===== config.mk =====
export PLATFORM = sky130hd
export DESIGN_NAME = pipe_hazard_ctrl_flat
export DESIGN_NICKNAME = d
export VERILOG_FILES = /design/src/rtl/pipe_ctrl_pkg.sv /design/src/rtl/pipe_hazard_ctrl_if.sv /design/src/rtl/ldr_scoreboard.sv /design/src/rtl/pipe_hazard_ctrl.sv /design/src/flat_wrapper.sv
export SDC_FILE = /design/constraint.sdc
export NUM_CORES = 1
export LEC_CHECK = 0
export BUFFER_PORTS_ARGS = -buffer_cell sky130_fd_sc_hd__buf_4
export CAP_MARGIN = 40
export CORE_UTILIZATION = 25
export CTS_CLUSTER_SIZE = 24
export DETAILED_ROUTE_END_ITERATION = 6
export PLACE_DENSITY = 0.47
export SLEW_MARGIN = 20
export SYNTH_ARGS = -nofsm -noshare
export SYNTH_HDL_FRONTEND = slang
export SYNTH_SLANG_ARGS = --single-unit

===== constraint.sdc =====
create_clock -name clk -period 4.12 [get_ports clk]
set_input_delay 0.206 -clock clk [delete_from_list [all_inputs] [get_ports clk]]
set_output_delay 0.206 -clock clk [all_outputs]
set_load 0.02 [all_outputs]

===== src/rtl/pipe_ctrl_pkg.sv =====
// pipe_ctrl_pkg: shared types and constants for the execute-stage hazard controller
package pipe_ctrl_pkg;
  typedef enum logic [1:0] {
    FWD_RF  = 2'b00,
    FWD_ALU = 2'b01,
    FWD_ALT = 2'b11
  } fwd_sel_e;
  typedef enum logic [1:0] {
    RUN       = 2'd0,
    LOAD_WAIT = 2'd1,
    FLUSH     = 2'd2
  } ctrl_state_e;
  localparam logic [3:0] REG_PC = 4'd15;
endpackage


===== src/rtl/pipe_hazard_ctrl_if.sv =====
// pipe_hazard_ctrl_if: decoder-side instruction bus and datapath control outputs
interface pipe_hazard_ctrl_if;
  import pipe_ctrl_pkg::*;
  logic        dec_valid;
  logic [3:0]  dec_A_addr;
  logic [3:0]  dec_B_addr;
  logic [3:0]  dec_shift_addr;
  logic        dec_use_A;
  logic        dec_use_B;
  logic        dec_use_S;
  logic        dec_wr_en;
  logic [3:0]  dec_wr_addr;
  logic        dec_is_ldr;
  logic        dec_is_branch;
  fwd_sel_e    sel_A_in;
  fwd_sel_e    sel_B_in;
  fwd_sel_e    sel_shift_in;
  logic        en_A;
  logic        en_B;
  logic        en_S;
  logic        stall;
  logic        flush;
  ctrl_state_e ctrl_state;
  modport master (
    output dec_valid, dec_A_addr, dec_B_addr, dec_shift_addr, dec_use_A, dec_use_B, dec_use_S,
           dec_wr_en, dec_wr_addr, dec_is_ldr, dec_is_branch,
    input  sel_A_in, sel_B_in, sel_shift_in, en_A, en_B, en_S, stall, flush, ctrl_state
  );
  modport slave (
    input  dec_valid, dec_A_addr, dec_B_addr, dec_shift_addr, dec_use_A, dec_use_B, dec_use_S,
           dec_wr_en, dec_wr_addr, dec_is_ldr, dec_is_branch,
    output sel_A_in, sel_B_in, sel_shift_in, en_A, en_B, en_S, stall, flush, ctrl_state
  );
endinterface


===== src/rtl/ldr_scoreboard.sv =====
// ldr_scoreboard: tracks the single in-flight load and flags load-use hazards in decode
module ldr_scoreboard #(
  parameter int LDR_LAT = 2
) (
  input  logic       clk,
  input  logic       rst_n,
  input  logic       ld,
  input  logic [3:0] ld_addr,
  input  logic [3:0] a_addr,
  input  logic [3:0] b_addr,
  input  logic [3:0] s_addr,
  input  logic       use_a,
  input  logic       use_b,
  input  logic       use_s,
  input  logic       is_ldr,
  output logic       lu,
  output logic       ldr_last
);
  logic [2:0] ldr_cnt;
  logic [3:0] ldr_addr;
  logic       ldr_busy;
  assign ldr_busy = ldr_cnt != 3'd0;
  assign ldr_last = ldr_cnt <= 3'd1;
  // a second load is held back too, since there is only one tracking entry
  assign lu = ldr_busy & ((use_a & (ldr_addr == a_addr)) | (use_b & (ldr_addr == b_addr)) |
                          (use_s & (ldr_addr == s_addr)) | is_ldr);
  always_ff @(posedge clk or negedge rst_n)
    if (!rst_n) begin
      ldr_cnt  <= 3'd0;
      ldr_addr <= 4'd0;
    end else if (ld) begin
      ldr_cnt  <= 3'(LDR_LAT);
      ldr_addr <= ld_addr;
    end else if (ldr_busy) begin
      ldr_cnt  <= ldr_cnt - 3'd1;
    end
endmodule


===== src/rtl/pipe_hazard_ctrl.sv =====
// pipe_hazard_ctrl: issue, forwarding, load-use stall and branch flush sequencing for execute
module pipe_hazard_ctrl
  import pipe_ctrl_pkg::*;
#(
  parameter int LDR_LAT      = 2,
  parameter int FLUSH_CYCLES = 2
) (
  input logic               clk,
  input logic               rst_n,
  pipe_hazard_ctrl_if.slave bus
);
  ctrl_state_e state, state_nx;
  logic [1:0]  fcnt;
  logic        ex_valid, ex_wr_en, ex_is_ldr;
  logic [3:0]  ex_wr_addr;
  logic        ex_fwd, hit_a, hit_b, hit_s;
  logic        lu, ldr_last, hazard, issue;
  ldr_scoreboard #(.LDR_LAT(LDR_LAT)) u_sb (
    .clk      (clk),
    .rst_n    (rst_n),
    .ld       (issue & bus.dec_is_ldr),
    .ld_addr  (bus.dec_wr_addr),
    .a_addr   (bus.dec_A_addr),
    .b_addr   (bus.dec_B_addr),
    .s_addr   (bus.dec_shift_addr),
    .use_a    (bus.dec_use_A),
    .use_b    (bus.dec_use_B),
    .use_s    (bus.dec_use_S),
    .is_ldr   (bus.dec_is_ldr),
    .lu       (lu),
    .ldr_last (ldr_last)
  );
  assign ex_fwd = ex_valid & ex_wr_en & !ex_is_ldr;
  assign hit_a  = bus.dec_use_A & ex_fwd & (ex_wr_addr == bus.dec_A_addr);
  assign hit_b  = bus.dec_use_B & ex_fwd & (ex_wr_addr == bus.dec_B_addr);
  assign hit_s  = bus.dec_use_S & ex_fwd & (ex_wr_addr == bus.dec_shift_addr);
  assign hazard = (state == RUN) & bus.dec_valid & lu;
  // rst_n gates issue so the enables read zero for the whole reset window
  assign issue  = rst_n & (state == RUN) & bus.dec_valid & !lu;
  always_comb begin
    state_nx = state == RUN       ? (hazard ? LOAD_WAIT : (issue & bus.dec_is_branch) ? FLUSH : RUN) :
               state == LOAD_WAIT ? (ldr_last ? RUN : LOAD_WAIT) :
                                    (fcnt <= 2'd1 ? RUN : FLUSH);
    bus.sel_A_in     = bus.dec_A_addr == REG_PC ? FWD_ALT : hit_a ? FWD_ALU : FWD_RF;
    bus.sel_B_in     = hit_b ? FWD_ALU : FWD_RF;
    bus.sel_shift_in = !bus.dec_use_S ? FWD_ALT : hit_s ? FWD_ALU : FWD_RF;
    bus.en_A         = issue;
    bus.en_B         = issue;
    bus.en_S         = issue;
    bus.stall        = (state == LOAD_WAIT) | hazard;
    bus.flush        = state == FLUSH;
    bus.ctrl_state   = state;
  end
  always_ff @(posedge clk or negedge rst_n)
    if (!rst_n) begin
      state      <= RUN;
      fcnt       <= 2'd0;
      ex_valid   <= 1'b0;
      ex_wr_en   <= 1'b0;
      ex_wr_addr <= 4'd0;
      ex_is_ldr  <= 1'b0;
    end else begin
      state    <= state_nx;
      fcnt     <= (issue & bus.dec_is_branch) ? 2'(FLUSH_CYCLES) : fcnt != 2'd0 ? fcnt - 2'd1 : fcnt;
      ex_valid <= issue;
      if (issue) begin
        ex_wr_en   <= bus.dec_wr_en;
        ex_wr_addr <= bus.dec_wr_addr;
        ex_is_ldr  <= bus.dec_is_ldr;
      end
    end
endmodule


===== src/flat_wrapper.sv =====
// flat-port wrapper written by rule: the top's interface ports become plain ports
module pipe_hazard_ctrl_flat import pipe_ctrl_pkg::*;
#(
  parameter int LDR_LAT      = 2,
  parameter int FLUSH_CYCLES = 2
)
  (clk, rst_n, bus_dec_valid, bus_dec_A_addr, bus_dec_B_addr, bus_dec_shift_addr, bus_dec_use_A, bus_dec_use_B, bus_dec_use_S, bus_dec_wr_en, bus_dec_wr_addr, bus_dec_is_ldr, bus_dec_is_branch, bus_sel_A_in, bus_sel_B_in, bus_sel_shift_in, bus_en_A, bus_en_B, bus_en_S, bus_stall, bus_flush, bus_ctrl_state);
  pipe_hazard_ctrl_if bus_i ();
  input logic clk;
  input logic rst_n;
  input wire logic [$bits(bus_i.dec_valid)-1:0] bus_dec_valid;
  input wire logic [$bits(bus_i.dec_A_addr)-1:0] bus_dec_A_addr;
  input wire logic [$bits(bus_i.dec_B_addr)-1:0] bus_dec_B_addr;
  input wire logic [$bits(bus_i.dec_shift_addr)-1:0] bus_dec_shift_addr;
  input wire logic [$bits(bus_i.dec_use_A)-1:0] bus_dec_use_A;
  input wire logic [$bits(bus_i.dec_use_B)-1:0] bus_dec_use_B;
  input wire logic [$bits(bus_i.dec_use_S)-1:0] bus_dec_use_S;
  input wire logic [$bits(bus_i.dec_wr_en)-1:0] bus_dec_wr_en;
  input wire logic [$bits(bus_i.dec_wr_addr)-1:0] bus_dec_wr_addr;
  input wire logic [$bits(bus_i.dec_is_ldr)-1:0] bus_dec_is_ldr;
  input wire logic [$bits(bus_i.dec_is_branch)-1:0] bus_dec_is_branch;
  output wire logic [$bits(bus_i.sel_A_in)-1:0] bus_sel_A_in;
  output wire logic [$bits(bus_i.sel_B_in)-1:0] bus_sel_B_in;
  output wire logic [$bits(bus_i.sel_shift_in)-1:0] bus_sel_shift_in;
  output wire logic [$bits(bus_i.en_A)-1:0] bus_en_A;
  output wire logic [$bits(bus_i.en_B)-1:0] bus_en_B;
  output wire logic [$bits(bus_i.en_S)-1:0] bus_en_S;
  output wire logic [$bits(bus_i.stall)-1:0] bus_stall;
  output wire logic [$bits(bus_i.flush)-1:0] bus_flush;
  output wire logic [$bits(bus_i.ctrl_state)-1:0] bus_ctrl_state;
  assign bus_i.dec_valid = bus_dec_valid;
  assign bus_i.dec_A_addr = bus_dec_A_addr;
  assign bus_i.dec_B_addr = bus_dec_B_addr;
  assign bus_i.dec_shift_addr = bus_dec_shift_addr;
  assign bus_i.dec_use_A = bus_dec_use_A;
  assign bus_i.dec_use_B = bus_dec_use_B;
  assign bus_i.dec_use_S = bus_dec_use_S;
  assign bus_i.dec_wr_en = bus_dec_wr_en;
  assign bus_i.dec_wr_addr = bus_dec_wr_addr;
  assign bus_i.dec_is_ldr = bus_dec_is_ldr;
  assign bus_i.dec_is_branch = bus_dec_is_branch;
  assign bus_sel_A_in = bus_i.sel_A_in;
  assign bus_sel_B_in = bus_i.sel_B_in;
  assign bus_sel_shift_in = bus_i.sel_shift_in;
  assign bus_en_A = bus_i.en_A;
  assign bus_en_B = bus_i.en_B;
  assign bus_en_S = bus_i.en_S;
  assign bus_stall = bus_i.stall;
  assign bus_flush = bus_i.flush;
  assign bus_ctrl_state = bus_i.ctrl_state;
  pipe_hazard_ctrl #(.LDR_LAT(LDR_LAT), .FLUSH_CYCLES(FLUSH_CYCLES)) u_core (.clk(clk), .rst_n(rst_n), .bus(bus_i));
endmodule

======== Word-level counts from Yosys, hierarchy flattened ========
Index checks and enable logic that the tools add are counted.
cells by class
  add/sub/neg operators ................... 2
  magnitude comparators ................... 2
  equality and inequality tests ........... 9
  multiplexer cells ....................... 15
  bitwise operators ....................... 23
  reductions and logical operators ........ 7
operator list
  kind                                                  number
  == test 4 bit                                         6
  AND 1 bit                                             19
  two-way mux 2 bit                                     9
  two-way mux 3 bit                                     2
  nonzero test 2 bit                                    3
  == test 4 bit (second input constant)                 1
  two-way mux 1 bit                                     4
  bitwise OR 1 bit                                      4
  <= comparator 3 x 1 -> 1 bit (second input constant)  1
  nonzero test 3 bit                                    1
  subtractor 3 x 1 -> 3 bit (second input constant)     1
  == test 2 x 1 -> 1 bit (second input constant)        1
  == test 2 bit (second input constant)                 1
  <= comparator 2 x 1 -> 1 bit (second input constant)  1
  zero test 1 bit                                       2
  zero test 2 bit                                       1
  subtractor 2 x 1 -> 2 bit (second input constant)     1
word-level totals
  register bits ........................... 18
  input port bits ......................... 25
  output and inout bits ................... 13
  logic and storage cells ................. 66

======== Depth between registers and ports, before layout ========
Gate-level depths: netlist of the first run.
  depth in word-level cells ............... 12
  gate-level depth with buffers ........... 9
  depth with buffers taken out ............ 6

======== By module ========
A second synthesis of the first run with hierarchy kept.
unflattened totals
  cell total of the unflattened synthesis .. 110
  area, all modules ....................... 1,179.9 um2
modules (own cells, without submodules)
  module            instances  cells an instance  area each (um2)  sequential area each (um2)
  pipe_hazard_ctrl  1          63                 704.4            275.3
  ldr_scoreboard    1          47                 475.5            175.2

======== Worst setup path before layout of the first run ========
Ideal clock, no wire load.
  kind .................................... reg2out
  from .................................... register u_core.u_sb.ldr_addr[1]
  to ...................................... output port bus_en_B
  arrival ................................. 1,919 ps
  required time ........................... 3,914 ps
  setup slack ............................. 1,995 ps
  stages on the path, launching flop included .. 8
  path buffers ............................ 2
  path through ............................ dfrtp_1 > nand2b_1 > o2111ai_2 > a2111oi_2 > o41a_1 > buf_6 > nor2_1 > buf_4
between the ends
  cells in the longest elaborated chain, start to end .. 8
  elaborated cells between the ends (all ways) .. 12
  classes of those cells .................. 3 x eq/ne; 8 x bitwise; 1 x reduce/logical
RTL lines
  what                      line                    source
  start: declaration        ldr_scoreboard.sv:20    logic [3:0] ldr_addr;
  start signal: assignment  ldr_scoreboard.sv:33    ldr_addr <= ld_addr;
  == test 4 bit             ldr_scoreboard.sv:25    assign lu = ldr_busy & ((use_a & (ldr_addr == a_addr)) | (use_b & (ldr_addr == b_addr)) |
  AND 1 bit                 ldr_scoreboard.sv:25
  bitwise OR 1 bit          ldr_scoreboard.sv:25
  bitwise OR 1 bit (*)      ldr_scoreboard.sv:25
  bitwise OR 1 bit (*)      ldr_scoreboard.sv:26    (use_s & (ldr_addr == s_addr)) | is_ldr);
  AND 1 bit (*)             ldr_scoreboard.sv:25
  zero test 1 bit (*)       pipe_hazard_ctrl.sv:39  assign issue = rst_n & (state == RUN) & bus.dec_valid & !lu;
  AND 1 bit (*)             pipe_hazard_ctrl.sv:39
  end: declaration          flat_wrapper.sv:26      output wire logic [$bits(bus_i.en_B)-1:0] bus_en_B;
Every way passes the cells marked *; elsewhere a longest branch is shown, timed or not.

======== Worst setup path after layout of the first run ========
  from .................................... register u_core.u_sb.ldr_addr[1]
  to ...................................... output port bus_stall
between the ends
  cells in the longest elaborated chain, start to end .. 8
  elaborated cells between the ends (all ways) .. 12
  classes of those cells .................. 3 x eq/ne; 9 x bitwise
RTL lines
  what                  line                    source
  == test 4 bit         ldr_scoreboard.sv:25
  AND 1 bit             ldr_scoreboard.sv:25
  bitwise OR 1 bit      ldr_scoreboard.sv:25
  bitwise OR 1 bit (*)  ldr_scoreboard.sv:25
  bitwise OR 1 bit (*)  ldr_scoreboard.sv:26
  AND 1 bit (*)         ldr_scoreboard.sv:25
  AND 1 bit (*)         pipe_hazard_ctrl.sv:37  assign hazard = (state == RUN) & bus.dec_valid & lu;
  bitwise OR 1 bit (*)  pipe_hazard_ctrl.sv:50  bus.stall = (state == LOAD_WAIT) | hazard;
  end: declaration      flat_wrapper.sv:28      output wire logic [$bits(bus_i.stall)-1:0] bus_stall;
Marks and branches as above.

==> run metrics, run 1 <==
total wirelength of the detailed-routed design=3010 µm; endpoint kind of the worst setup timing path=output port; commonest cells in the netlist=sky130_fd_sc_hd__dfrtp_1, sky130_fd_sc_hd__inv_1, sky130_fd_sc_hd__nand2_1, sky130_fd_sc_hd__xnor2_1, sky130_fd_sc_hd__xor2_1; detailed-route via count=1060; Tightest Pin Transition=766 ps; Max Slew Vio Count=0; vias in the first global route=1072; fraction of final layout cells sized beyond drive strength 1=25.3%; # rows=25; arrival time of the worst setup path=2340 ps; peak fanout along the critical path=10; slew margin rel.=48.2%; leak pwr=0.755 nW; first-pass GRT wire length=4910 µm; required time at the worst-slack endpoint=3910 ps; # clock sinks=18; share of the cycle needed by the critical path after routing=61.9%; Area growth syn-to-layout=27.9%; Post-Route Utilization=33.7%; Post-synth top flop=sky130_fd_sc_hd__dfrtp_1; number of diodes=0; count of buffers from port buffering=36; overall fraction of global-route tracks in use=11.8%; Avg Synthesized Cell Area=9.13 µm²; Post-route DRC=0; result of the run=complete, no violations; dominant cell by count in the synthesized netlist=sky130_fd_sc_hd__dfrtp_1; internal power summed over all cells=0.543 mW; Core Box Area=4750 µm²; worst skew pair latency=250 ps; flip-flop and latch count after synthesis=18; kind of start point of the critical path=flip-flop; power per cell area=576 nW/µm²; Routed wire per std cell=12.7 µm; Final min period=2550 ps; root cell of the clock tree=sky130_fd_sc_hd__clkbuf_8; number of primary I/O pins=38; leading cell types by total area after synthesis=sky130_fd_sc_hd__dfrtp_1, sky130_fd_sc_hd__xnor2_1, sky130_fd_sc_hd__xor2_1; register area share after synthesis=36.0%; maximum root-to-sink buffer count=2; die extent in y=72.7 µm; Die Area=5290 µm²; power share of the combinational group=48.8%; Syn Nets=167; number of nets still failing antenna checks after routing=0; worst hold path class=in -> reg; clock-pin transition on the worst setup and hold timing paths=60 ps; RSZ-0062 raised after global routing=false; die boundary width=72.7 µm; reg2reg setup slack=1910 ps; setup-violating endpoint count in the final report=0; area share of the largest cell type after synthesis=36.0%; maximum level of the CTS H-tree=1; cell area after synthesis=1250 µm²; GPL Wtd Cong=0.770; # nets final=202; Vias/cell=4.47; CTS tree=yes; maximum clock skew at final layout=2.67 ps; starting density of the core=26.3%; highest clock rate=0.392 GHz; Sum Neg Setup Slack=0 ps; portion of total power attributed to the clock network=12.9%; Sw Ratio=41.0%; count of unique library cells instantiated by Yosys=35; HPWL Detailed=2410 µm; Post-synth EDFFs=0; number of hold-slack violations in the final timing report=0; worst setup path class=reg -> out; Mapped Cells=137; antenna violations before repair=0; Max-cap violations=0; drt first pass iters=4; Resized cells post-CTS=0; register share of total power=38.3%; total clock buffers created by CTS=3; pin count of the biggest net entering global routing=21; net switching power=0.378 mW; number of warnings printed during yosys synthesis=0; async set-reset flop share out of synthesis=100%; maximum vdd ir drop=229 µV; area leader, netlist=sky130_fd_sc_hd__dfrtp_1; GRT Residual Overflow=0; initial detailed-routing violation count=31
-- area by class of cell --
class                      instances  area (µm²)
clock buffer                       3        41.3
sequential                        18         450
multi-input combinational         96         684
fill                             513        3150
tap                               67        83.8
timing repair buffer              37         280
inverter                          16        60.1
-- metrics by stage --
step | power (mW) | hold slack (ps) | std cells | setup WS (ps) | area [µm²]
after floorplan | 0.689 | -89.6 | 137 | 2000 | 1250
after global placement | 0.798 | 95.2 | 233 | 1850 | 1550
after detailed placement | 0.809 | 98.6 | 233 | 1800 | 1550
after CTS | 0.938 | 170 | 237 | 1520 | 1600
after global routing | 1.01 | 180 | 237 | 1400 | 1600
final | 0.921 | 176 | 237 | 1570 | 1600
-- cell usage in the layout, fill, tap and decap left out, types with 2 or more instances in the layout --
master | Yosys | final
sky130_fd_sc_hd__a21oi_1 | 3 | 3
sky130_fd_sc_hd__and3_1 | 3 | 3
sky130_fd_sc_hd__buf_4 | 4 | 36
sky130_fd_sc_hd__clkbuf_8 | 0 | 3
sky130_fd_sc_hd__dfrtp_1 | 18 | 18
sky130_fd_sc_hd__ha_1 | 5 | 5
sky130_fd_sc_hd__inv_1 | 16 | 16
sky130_fd_sc_hd__nand2_1 | 15 | 15
sky130_fd_sc_hd__nand2b_1 | 2 | 2
sky130_fd_sc_hd__nand3_1 | 5 | 5
sky130_fd_sc_hd__nor2_1 | 4 | 4
sky130_fd_sc_hd__nor3_1 | 2 | 2
sky130_fd_sc_hd__nor4_1 | 3 | 3
sky130_fd_sc_hd__o21ai_0 | 9 | 9
sky130_fd_sc_hd__o31ai_1 | 2 | 2
sky130_fd_sc_hd__o32ai_1 | 5 | 5
sky130_fd_sc_hd__xnor2_1 | 12 | 12
sky130_fd_sc_hd__xor2_1 | 10 | 10
-- critical path, cell delays in order (launching register included) --
cell	delay, ps
sky130_fd_sc_hd__dfrtp_1	460
sky130_fd_sc_hd__nand2b_1	160
sky130_fd_sc_hd__o2111ai_2	120
sky130_fd_sc_hd__a2111oi_2	520
sky130_fd_sc_hd__o41a_1	490
sky130_fd_sc_hd__a31o_1	220
sky130_fd_sc_hd__buf_4	140
-- layer usage --
metal | global-route usage, % | wire, µm
met1 | 15.1 | 1450
met2 | 20.5 | 1400
met3 | 2.07 | 166
met4 | 3.27 | 0
met5 | 0 | 0
-- final timing paths --
kind	start	end	cells after the start
min reg2reg	u_core.u_sb.ldr_cnt[2]$_DFFE_PN0P_	u_core.u_sb.ldr_cnt[2]$_DFFE_PN0P_	2
max reg2reg	u_core.bus.ctrl_state[1]$_DFF_PN0_	u_core.ex_wr_addr[2]$_DFFE_PN0N_	5
min in group asynchronous	rst_n	u_core.fcnt[1]$_DFFE_PN0P_	2
max	u_core.u_sb.ldr_addr[1]$_DFFE_PN0P_	bus_stall	6
max in group asynchronous	rst_n	u_core.u_sb.ldr_addr[2]$_DFFE_PN0P_	2
min	bus_dec_wr_addr[3]	u_core.u_sb.ldr_addr[3]$_DFFE_PN0P_	3
-- power by group through the flow --
stage / registers, mW / clock network (mW) / logic, mW
floorplan: 0.339 / 0 / 0.350
global placement: 0.355 / 0 / 0.443
detailed placement: 0.358 / 0 / 0.451
CTS: 0.355 / 0.128 / 0.455
global route: 0.369 / 0.131 / 0.508
finish: 0.353 / 0.119 / 0.449
-- cells by family (layout without fill, tap and decap cells) --
family	after synthesis	count (layout)	share of synthesized area, %
simple gates	40	40	16.1
xor+xnor	22	22	15.4
flops	18	18	36.0
mux	1	1	0.900
compound gates	27	27	17.0
other cells	1	1	0.300
buf+inv	23	56	9.30
fa+ha+maj	5	5	5.00
-- state kept, by name (all words and copies together), names as in the netlist --
name                   count
u_core.bus.ctrl_state      2
u_core.u_sb.ldr_addr       4
u_core.ex_wr_en            1
u_core.ex_wr_addr          4
u_core.ex_is_ldr           1
u_core.fcnt                2
u_core.ex_valid            1
u_core.u_sb.ldr_cnt        3
-- repair_timing --
item,4_1_cts,5_1_grt
hold endpoints to repair,18,0
hold buffers,1,0
buffers inserted,0,0
No activity file was read; power rests on OpenSTA's default activity.
==> inputs of run 2 (changes only) <==
--- a/config.mk
+++ b/config.mk
@@ -10,7 +10,7 @@
 export CORE_UTILIZATION = 25
 export CTS_CLUSTER_SIZE = 24
 export DETAILED_ROUTE_END_ITERATION = 6
-export PLACE_DENSITY = 0.47
+export PLACE_DENSITY = 0.48
 export SLEW_MARGIN = 20
 export SYNTH_ARGS = -nofsm -noshare
 export SYNTH_HDL_FRONTEND = slang
==> constraint.sdc (replaced) <==
create_clock -name clk -period 2.2 [get_ports clk]
set_input_delay 0.11 -clock clk [delete_from_list [all_inputs] [get_ports clk]]
set_output_delay 0.11 -clock clk [all_outputs]
set_load 0.02 [all_outputs]
==> run 2 against run 1 <==
Against the previous run:
- global-route usage increased by 0.35 points
- sequential power up 90%
- clock skew is 1.1 ps higher
- critical path depth did not move
- sequential share of layout area is 1.2 points lower
- setup slack worse by 1500 ps
- critical endpoint unchanged
- largest power group unchanged
==> run metrics, run 2 (same netlist as run 1, synthesis figures left out) <==
drt first pass iters=4 (unchanged); total wirelength of the detailed-routed design=3180 µm (+5.5%); CTS tree=yes; maximum clock skew at final layout=3.79 ps (+1.12 ps); # nets final=207 (+2.5%); top library cells by usage in the layout, fill and taps aside=sky130_fd_sc_hd__buf_4, sky130_fd_sc_hd__dfrtp_1, sky130_fd_sc_hd__inv_1; endpoint kind of the worst setup timing path=output port; highest clock rate=0.472 GHz; largest registers=u_core.ex_wr_addr x4, u_core.u_sb.ldr_addr x4, u_core.u_sb.ldr_cnt x3; DP Cell Count=235 (+0.86%); vias in the first global route=1046 (-2.4%); RSZ-0062 raised after global routing=true; die extent in y=72.7 µm (unchanged); Core Box Area=4750 µm² (unchanged); die boundary width=72.7 µm (unchanged); clock-pin transition on the worst setup and hold timing paths=70 ps (about the same); Max-cap violations=0 (unchanged); pin count of the biggest net entering global routing=21 (unchanged); total clock buffers created by CTS=3 (unchanged); count of buffers from port buffering=36 (unchanged); largest incremental delay on the critical path=500 ps (-20 ps); Max Slew Vio Count=0 (unchanged); slew margin rel.=65.5% (+17 points); Post-route DRC=0 (unchanged); required time at the worst-slack endpoint=2090 ps (-1820 ps); arrival time of the worst setup path=2010 ps (-330 ps); Vias/cell=4.56 (+1.9%); number of hold-slack violations in the final timing report=0 (unchanged); starting density of the core=26.3% (unchanged); Sum Neg Setup Slack=0 ps (unchanged); # clock sinks=18 (unchanged); fraction of final layout cells sized beyond drive strength 1=30.1% (+4.8 points); maximum vdd ir drop=419 µV (+83%); GRT Residual Overflow=0 (unchanged); most common library cell in the layout ignoring fill and taps=sky130_fd_sc_hd__buf_4; maximum root-to-sink buffer count=2 (unchanged); overall fraction of global-route tracks in use=12.2% (+0.35 points); Worst path top cell family by delay=compound AO/OA/AOI/OAI gates; antenna violations before repair=0 (unchanged); Die Area=5290 µm² (unchanged); Area growth syn-to-layout=33.8%; maximum level of the CTS H-tree=1 (unchanged); library cell contributing the largest single delay on the critical path=sky130_fd_sc_hd__o41a_1; setup-violating endpoint count in the final report=0 (unchanged); Tightest Pin Transition=511 ps (-255 ps); count of filler cells inserted in the layout=511 (-0.39%); share of the cycle needed by the critical path after routing=96.3%; worst skew pair latency=250 ps (about the same); leak pwr=0.783 nW (+3.7%); Final min period=2120 ps; worst path bufs/invs=2 (+1); post-route design area=1670 µm² (+4.6%); detailed-route via count=1108 (+4.5%); peak fanout along the critical path=4 (-6); GPL Wtd Cong=0.788 (+2.3%); non-filler cells in the finished layout=243 (+2.5%); number of nets still failing antenna checks after routing=0 (unchanged); area of placed instances=1560 µm² (+0.97%); # rows=25 (unchanged); root cell of the clock tree=sky130_fd_sc_hd__clkbuf_8; initial detailed-routing violation count=40 (+29%); kind of start point of the critical path=flip-flop; number of diodes=0 (unchanged); HPWL Detailed=2500 µm (+3.8%); result of the run=complete, no violations; cell-by-cell trace of the critical path=inv_1 > o2111ai_2 > a2111oi_4 > o41a_1 > a31o_1 > buf_4; first-pass GRT wire length=4970 µm (+1.1%); number of primary I/O pins=38 (unchanged); Routed wire per std cell=13.1 µm (+2.9%); worst setup path class=reg -> out; worst hold path class=in -> reg; power per cell area=1110 nW/µm² (+93%)
## run 2: worst register-to-register path: stages, from the launching register on
cell and delay, ps:
sky130_fd_sc_hd__dfrtp_1 410, sky130_fd_sc_hd__inv_1 100, sky130_fd_sc_hd__o2111ai_2 250, sky130_fd_sc_hd__a2111oi_4 90
sky130_fd_sc_hd__o41a_1 500, sky130_fd_sc_hd__buf_4 190, sky130_fd_sc_hd__buf_4 140, sky130_fd_sc_hd__o31a_1 260
## run 2: final timing paths
check                                               startpoint                             endpoint  slack [ps]  cells after the start
min in group asynchronous                                rst_n           u_core.fcnt[0]$_DFFE_PN0P_         260                      2
max reg2reg                u_core.u_sb.ldr_addr[3]$_DFFE_PN0P_           u_core.fcnt[0]$_DFFE_PN0P_         160                      7
max in group asynchronous                                rst_n  u_core.u_sb.ldr_addr[1]$_DFFE_PN0P_        1700                      2
min reg2reg                 u_core.u_sb.ldr_cnt[0]$_DFFE_PN0P_   u_core.u_sb.ldr_cnt[0]$_DFFE_PN0P_         530                      1
min                                         bus_dec_wr_addr[3]  u_core.u_sb.ldr_addr[3]$_DFFE_PN0P_          80                      3
max                        u_core.u_sb.ldr_addr[3]$_DFFE_PN0P_                            bus_stall          80                      6
## run 2: cell type report
cell class | instances | area (µm²) | area share [%]
multi-input combinational | 96 | 708 | 42.3
sequential | 18 | 452 | 27.0
timing repair buffer | 42 | 315 | 18.8
tap | 67 | 83.8 | 5.01
inverter | 16 | 60.1 | 3.59
clock buffer | 4 | 55.1 | 3.29
## run 2: per-stage QoR
step           hold slack [ps]  setup WS, ps  power, mW  utilization (%)
4_1_cts                   70.2          19.3       1.86             34.8
2_1_floorplan             -186           171       1.29                -
3_3_place_gp             0.925           228       1.51             32.9
3_5_place_dp              5.76           192       1.54             32.9
5_1_grt                   65.0         -21.8       2.01             35.2
6_report                  76.4          80.7       1.86             35.2
## run 2: timing repair
item                                   CTS  global route
buffers inserted                         2             0
setup endpoints to repair                4             4
endpoints found under the hold margin   18             0
gates cloned                             0             0
resized for setup                        1             4
pin swaps                                1             1
hold buffers                             1             0
## run 2: power by group
part	leakage, nW	total, mW	switching [mW]	internal [mW]
clock network	0.0288	0.274	0.115	0.159
registers	0.218	0.669	0.182	0.487
logic	0.536	0.915	0.463	0.453
total	0.783	1.86	0.759	1.10
## run 2: per-layer routing
metal  routed length (µm)  GRT usage (%)
met5                    0              0
met4                    0           3.27
met3                  201           2.07
met2                 1450           20.2
met1                 1530           16.3
==> inputs of run 3 (changes only) <==
==> constraint.sdc (replaced) <==
create_clock -name clk -period 2.2 [get_ports clk]
set_input_delay 0.11 -clock clk [delete_from_list [all_inputs] [get_ports clk]]
set_output_delay 0.11 -clock clk [all_outputs]
set_load 0.1 [all_outputs]
==> run 3 against run 2 <==
Against the previous run:
- sequential power hardly changed
- clock-buffer cell count is the same
- via count is 0.27% lower
- utilization up 3.7 points
- largest cell class unchanged
- die area unchanged
==> run metrics, run 3 (same netlist as run 1, synthesis figures left out) <==
result of the run=complete, no violations; fraction of final layout cells sized beyond drive strength 1=40.2% (+10 points); Routed wire per std cell=13.2 µm (+0.96%); pre-CTS setup slack=182 ps (-9.94 ps); number of primary I/O pins=38 (unchanged); die boundary width=72.7 µm (unchanged); die extent in y=72.7 µm (unchanged); Max-cap violations=0 (unchanged); worst hold path class=in -> reg; slew margin rel.=46.7% (-19 points); maximum level of the CTS H-tree=1 (unchanged); share of the cycle needed by the critical path after routing=97.3% (+0.99 points); starting density of the core=26.3% (unchanged); most common library cell in the layout ignoring fill and taps=sky130_fd_sc_hd__buf_4; antenna violations before repair=0 (unchanged); largest incremental delay on the critical path=430 ps (-70 ps); count of filler cells inserted in the layout=485 (-5.1%); count of buffers from port buffering=36 (unchanged); worst hold slack across all endpoints=86.7 ps (+10.3 ps); kind of start point of the critical path=flip-flop; root cell of the clock tree=sky130_fd_sc_hd__clkbuf_8; cell-by-cell trace of the critical path=xor2_1 > nor4_4 > o41a_1 > buf_6 > nor2_4 > buf_12; GRT Residual Overflow=0 (unchanged); endpoint kind of the worst setup timing path=output port; initial detailed-routing violation count=29 (-28%); highest clock rate=0.467 GHz (-1.0%); pin count of the biggest net entering global routing=21 (unchanged); Vias/cell=4.49 (-1.5%); first-pass GRT wire length=5190 µm (+4.4%); worst setup path class=reg -> out; CTS tree=yes; final setup slack of the worst path=59.0 ps (-21.7 ps); Post-Route Utilization=38.9% (+3.7 points); Sum Neg Setup Slack=0 ps (unchanged); Area growth syn-to-layout=48.0%; # clock sinks=18 (unchanged); setup-violating endpoint count in the final report=0 (unchanged); required time at the worst-slack endpoint=2090 ps (about the same); Final min period=2140 ps (+21.7 ps); Die Area=5290 µm² (unchanged); Tightest Pin Transition=788 ps (+278 ps); clock-pin transition on the worst setup and hold timing paths=70 ps (about the same); Core Box Area=4750 µm² (unchanged); power per cell area=1240 nW/µm² (+12%); library cell contributing the largest single delay on the critical path=sky130_fd_sc_hd__dfrtp_2; arrival time of the worst setup path=2030 ps (+20 ps); largest registers=u_core.ex_wr_addr x4, u_core.u_sb.ldr_addr x4, u_core.u_sb.ldr_cnt x3; number of hold-slack violations in the final timing report=0 (unchanged); non-filler cells in the finished layout=246 (+1.2%); peak fanout along the critical path=6 (+2); Max Slew Vio Count=0 (unchanged); worst skew pair latency=250 ps (about the same); Post-route DRC=0 (unchanged); HPWL Detailed=2460 µm (-1.4%); top library cells by usage in the layout, fill and taps aside=sky130_fd_sc_hd__buf_4, sky130_fd_sc_hd__nand2_1, sky130_fd_sc_hd__inv_1, sky130_fd_sc_hd__dfrtp_1, sky130_fd_sc_hd__xnor2_1; GPL Wtd Cong=0.825 (+4.7%); number of diodes=0 (unchanged); number of nets still failing antenna checks after routing=0 (unchanged); # rows=25 (unchanged); reg2reg setup slack=280 ps (+120 ps); vias in the first global route=1139 (+8.9%); total wirelength of the detailed-routed design=3250 µm (+2.2%); drt first pass iters=2 (-2); DP Cell Count=235 (unchanged); detailed-route via count=1105 (-0.27%); maximum clock skew at final layout=0.912 ps (-2.88 ps); leak pwr=0.821 nW (+4.9%); overall fraction of global-route tracks in use=12.8% (+0.68 points); # nets final=210 (+1.4%); total clock buffers created by CTS=3 (unchanged); maximum root-to-sink buffer count=2 (unchanged); maximum vdd ir drop=1100 µV (+160%)
## run 3: cell count changes in the layout (fill, tap and decap cells not counted), moves of 2 or more
cell	change
sky130_fd_sc_hd__dfrtp_1	-4
sky130_fd_sc_hd__dfrtp_2	+4
sky130_fd_sc_hd__buf_12	+3
sky130_fd_sc_hd__inv_1	-3
sky130_fd_sc_hd__xor2_1	-3
sky130_fd_sc_hd__buf_6	+2
sky130_fd_sc_hd__inv_2	+2
sky130_fd_sc_hd__nand2b_1	-2
sky130_fd_sc_hd__nand2b_4	+2
sky130_fd_sc_hd__xor2_2	+2
## run 3: power breakdown
part | total [mW] | internal [mW] | switching (mW) | leakage, nW
logic | 1.36 | 0.583 | 0.782 | 0.580
clock network | 0.270 | 0.159 | 0.111 | 0.0288
registers | 0.669 | 0.494 | 0.176 | 0.213
total | 2.30 | 1.24 | 1.07 | 0.821
## run 3: worst paths after layout
check / from / to / cells past startpoint
setup / recovery: u_core.u_sb.ldr_addr[1]$_DFFE_PN0P_ / bus_en_B / 6
hold / removal: bus_dec_wr_addr[0] / u_core.u_sb.ldr_addr[0]$_DFFE_PN0P_ / 3
setup reg to reg: u_core.bus.ctrl_state[1]$_DFF_PN0_ / u_core.ex_wr_addr[3]$_DFFE_PN0N_ / 5
hold reg to reg: u_core.u_sb.ldr_cnt[2]$_DFFE_PN0P_ / u_core.u_sb.ldr_cnt[2]$_DFFE_PN0P_ / 2
max in group asynchronous: rst_n / u_core.u_sb.ldr_addr[0]$_DFFE_PN0P_ / 2
min in group asynchronous: rst_n / u_core.fcnt[1]$_DFFE_PN0P_ / 2
## run 3: routing by layer
| layer | track usage, % | up-vias | share of wire, % |
|---|---|---|---|
| li1 | - | 554 | - |
| met1 | 16.5 | 519 | 46 |
| met2 | 22.8 | 30 | 48 |
| met3 | 1.52 | 2 | 5.2 |
| met4 | 3.27 | 0 | 0.40 |
| met5 | 0 | - | 0 |
## run 3: worst max-delay path, delay by kind of cell, from the launching register on
kind	cells	cell delay, ps
xor+xnor	1	270
flops	1	430
buf+inv	2	360
simple gates	2	290
compound gates	1	420
## run 3: final cells by class
cell class	count	area, µm²	area share, %
clock buffer	4	55.1	2.97
tap	67	83.8	4.53
timing repair buffer	45	385	20.8
multi-input combinational	96	807	43.6
inverter	16	63.8	3.45
sequential	18	457	24.7
## run 3: what timing repair did
| item | in CTS | in global routing |
|---|---|---|
| setup endpoints to repair | 4 | 4 |
| hold buffers | 1 | 0 |
| resized for setup | 16 | 14 |
| setup buffers | 4 | 2 |
| hold endpoints to repair | 18 | 0 |
| pin swaps | 1 | 7 |
## run 3: stage by stage
step / instance area (µm²) / total power [mW]
after floorplan: 1270 / 1.54
after global placement: 1580 / 1.76
after detailed placement: 1580 / 1.79
after CTS: 1750 / 2.18
after global routing: 1850 / 2.47
final: 1850 / 2.30
